**src/rtl/sipo_mem.sv**
```systemverilog
// Serial-in, parallel-out frame collector: gathers NOUTPUTS words of IWIDTH bits
// into a parallel frame (slot 0 = first word) with valid/ready on both sides.
module sipo_mem #(
  parameter int IWIDTH   = 10,
  parameter int NOUTPUTS = 8,
  localparam int CW      = $clog2(NOUTPUTS),
  localparam int LW      = $clog2(NOUTPUTS + 1)
) (
  input  logic                             clk,
  input  logic                             rst_n,
  input  logic [IWIDTH-1:0]                in,
  input  logic                             in_valid,
  output logic                             in_ready,
  input  logic                             clear,
  output logic [NOUTPUTS-1:0][IWIDTH-1:0]  out,
  output logic                             out_valid,
  input  logic                             out_ready,
  output logic [LW-1:0]                    level,
  output logic                             state_dbg
);

  // Handshake rule (both sides): a transfer happens on a rising clk edge where
  // valid && ready are both 1; ready never depends on the same-side valid.
  typedef enum logic {COLLECT = 1'b0, FULL = 1'b1} state_t;

  state_t        state, state_nxt;
  logic [CW-1:0] cnt, cnt_nxt;
  logic          accept;
  logic          last_slot;

  assign in_ready  = (state == COLLECT);
  assign state_dbg = state;
  assign accept    = in_valid && in_ready && !clear;
  assign last_slot = (cnt == CW'(NOUTPUTS - 1));

  always_comb begin
    state_nxt = state;
    cnt_nxt   = cnt;
    case (state)
      COLLECT: begin
        if (clear) begin
          cnt_nxt = '0;
        end else if (accept) begin
          if (last_slot) begin
            cnt_nxt   = '0;
            state_nxt = FULL;
          end else begin
            cnt_nxt = cnt + 1'b1;
          end
        end
      end
      FULL: begin
        // clear wins over out_ready; either way the frame leaves FULL
        if (clear || out_ready) state_nxt = COLLECT;
      end
      default: state_nxt = COLLECT;
    endcase
  end

  always_ff @(posedge clk or negedge rst_n) begin
    if (!rst_n) begin
      state     <= COLLECT;
      cnt       <= '0;
      out       <= '0;
      out_valid <= 1'b0;
      level     <= '0;
    end else begin
      state     <= state_nxt;
      cnt       <= cnt_nxt;
      out_valid <= (state_nxt == FULL);
      level     <= (state_nxt == FULL) ? LW'(NOUTPUTS) : LW'(cnt_nxt);
      if (accept) out[cnt] <= in;
    end
  end

endmodule

```
**config.mk**
```make
export PLATFORM = sky130hd
export DESIGN_NAME = sipo_mem
export DESIGN_NICKNAME = d
export VERILOG_FILES = /design/src/rtl/sipo_mem.sv
export SDC_FILE = /design/constraint.sdc
export NUM_CORES = 1
export LEC_CHECK = 0
export CORE_MARGIN = 3
export CORE_UTILIZATION = 46
export CTS_CLUSTER_SIZE = 16
export DETAILED_ROUTE_END_ITERATION = 8
export PLACE_DENSITY = 0.84
export SYNTH_ARGS = -nofsm -noshare
export SYNTH_HDL_FRONTEND = slang
export SYNTH_SLANG_ARGS = --single-unit
```
**constraint.sdc**
```tcl
create_clock -name clk -period 2.35 [get_ports clk]
set_clock_uncertainty 0.05 [all_clocks]
set_input_delay 0.5875 -clock clk [delete_from_list [all_inputs] [get_ports clk]]
set_output_delay 0.5875 -clock clk [all_outputs]
set_load 0.01 [all_outputs]
```
==> impl_metrics.toml <==
[clocking]
cts.sinks = 87
cts_buffers = 9
cts_buffer_depth = 2
cts_tree = "yes"
cts_hold_buf = 0
cts_setup_buffers = 0
cts_root_buffer = "clkbuf_8"
h-tree-depth = 3
insertion_delay_ps = 340
clk_pin_slew_ps = 80
cts_repair_resize_count = 0

[die]
die_h_um = 91.4
core-area_sq_um = 6940
start_util = 0.483
fp-row-count = 30
die-area_sq_um = 8360
die_x_um = 91.4
ioPinCount = 102

[worst_setup_path]
critPathArrivalTime_ps = 1520
path_delay_family = "buffers and inverters"
cp_max_fo = 9
cp_cell_sequence = "clkdlybuf4s50_1"
critical_path_buf_inv_count = 1
start_kind = "flip-flop"
cpPeakStageDelay_ps = 620
crit_required_ps = 1710
crit_type = "reg -> out"
slowest_stage = "clkdlybuf4s50_1"
crit_path_end_kind = "output pin"

[yosys]
synthArstFlopShare = 1.00
netlist_area_sq_um = 3360
synthTopCellsByArea = "dfrtp_1 65%, mux2_2 27%, buf_6 1.0%"
synth_fp_nets = 217
synth_top_area_share = 0.649
yosysTopAreaCell = "dfrtp_1"
ys_warn_count = 0
ys.flop_type = "dfrtp_1"
syn_area_per_cell_sq_um = 16.8
synth_edf_count = 0
yosysUniqueCellTypes = 21
seq_area_frac_synth = 0.649
synth-seq-cells = 87
synthCells = 200

[job]
max-cap-violations = 0

[timing]
drv_slew = 0
rsz0062_at_grt = "false"
hold_viol_final = 0
min_period_ps = 2160
min_period_over_period = 0.918
fmax_mhz = 464
slew-limit-headroom = 0.622
setup_viol = 0
worst_slew_pin_slew_ps = 567

[placed_design]
gp_congestion = 0.816
postPlaceCellArea_sq_um = 4530
port_buffers = 101
place_hpwl_um = 5480

[grt]
grt_pass1_vias = 2218
antenna_found_initial = 0
grt_pass1_wl_um = 12600
grt.total_usage = 0.197
grt_overflow = 0
grt_max_degree = 46

[route]
avgViaCountPerCell = 5.05
antenna_left = 0
drc_errors = 0
post_drt_wl_per_cell_um = 18.3
routed_wl_um = 7660
drtIter0Drc = 68
via_count = 2114
firstDrtPassIters = 4

[min_path]
min_path_type = "in -> async"

[power]
vdd.ir_drop.worst_mv = 0.560
p_sw_uw = 960
switching_share = 0.251
p_clk_frac = 0.302
p_leak_uw = 0.00220
power_frac_comb = 0.218
power_frac_seq = 0.480
internal_power_uw = 2860
p_per_area_nw_per_um2 = 803

[cells_and_area]
stdcell_area_sq_um = 4760
num_antenna_cells = 0
drive_gt1_frac = 0.365
postLayoutCoreUtil = 0.685
syn2layout_area_growth_pct = 41.8
nFillCells = 495
fin_nets = 335

[run_status]
status = "completed"
==> cells by family (layout without fill, tap and decap cells) <==
| kind of cell | Yosys count | count (layout) | synth area share |
|---|---|---|---|
| buf+inv | 7 | 130 | 0.0168 |
| compound gates | 5 | 5 | 0.0116 |
| simple gates | 19 | 19 | 0.0470 |
| flops | 87 | 87 | 0.649 |
| mux | 80 | 80 | 0.268 |
| fa+ha+maj | 2 | 2 | 0.00746 |
==> stage by stage <==
step                      hold WS [ps]  setup TNS, ps  instances  power, uW  setup WS (ps)
final                              187              0        419       3820            194
after detailed placement           442           -810        403       2700          -57.3
after global placement             437           -462        403       2680          -34.0
after CTS                          194              0        419       3850            170
after global routing               206              0        419       3990            109
after floorplan                    242              0        200       2140            560
==> synth_stat cells, types with 2 or more instances <==
cell and instances:
dfrtp_1 87, buf_4 2, buf_6 3, nor2b_1 4
ha_1 2, nand3_2 3, nor2_1 3, nand2_2 3
mux2_2 80, inv_1 2
==> final timing paths <==
kind	start	endpoint	slack [ps]	cells after the start
worst min register to register	out[23]	out[23]	460	1
max in group asynchronous	rst_n	cnt[0]	1430	2
worst max register to register	cnt[1]	out[52]	550	4
min in group clk	out[23]	out[23]	460	1
worst min-delay path	rst_n	out[62]	190	1
worst max-delay path	level[3]	state_dbg	190	1
==> cell type report <==
cell class                 count  area [sq um]  share of cell area
tap                           96           120              0.0252
sequential                    87          2180               0.458
clock inverter                 6          90.1              0.0189
clock buffer                  10           138              0.0289
timing repair buffer         112          1100               0.232
inverter                       2          7.51             0.00158
multi-input combinational    106          1120               0.236
==> power by group through the flow <==
stage          clock network, uW  logic [uW]  registers (uW)
6_report                    1150         833            1830
5_1_grt                     1240         888            1860
4_1_cts                     1170         846            1830
3_5_place_dp                   0         841            1860
3_3_place_gp                   0         819            1860
2_1_floorplan                  0         210            1930
==> placed cells by master, fill, tap and decap left out <==
master	n
clkinvlp_4	1
a21oi_1	1
nor4b_4	1
clkbuf_8	10
clkdlybuf4s50_1	100
nand3_2	3
a22oi_1	1
mux2_2	80
o21bai_1	1
buf_4	11
ha_1	2
nor3b_4	1
nand2_2	3
bufinv_16	2
and4_2	1
clkinv_2	1
a22o_1	1
nand3b_1	1
inv_1	2
nor2_1	3
and3_1	1
dfrtp_1	87
a22o_2	1
inv_6	2
nor2b_1	4
buf_12	1
nand2b_1	1
==> metal layers <==
metal / track usage / wire length [um]
met2: 0.313 / 3760
met5: 0 / 0
met1: 0.266 / 3380
met4: 0.0402 / 58
met3: 0.0638 / 456
==> flip-flops by register name, indices dropped and copies added (netlist names) <==
name	flops
cnt	3
level	4
out	80
Power figures use the tool's default switching activity.
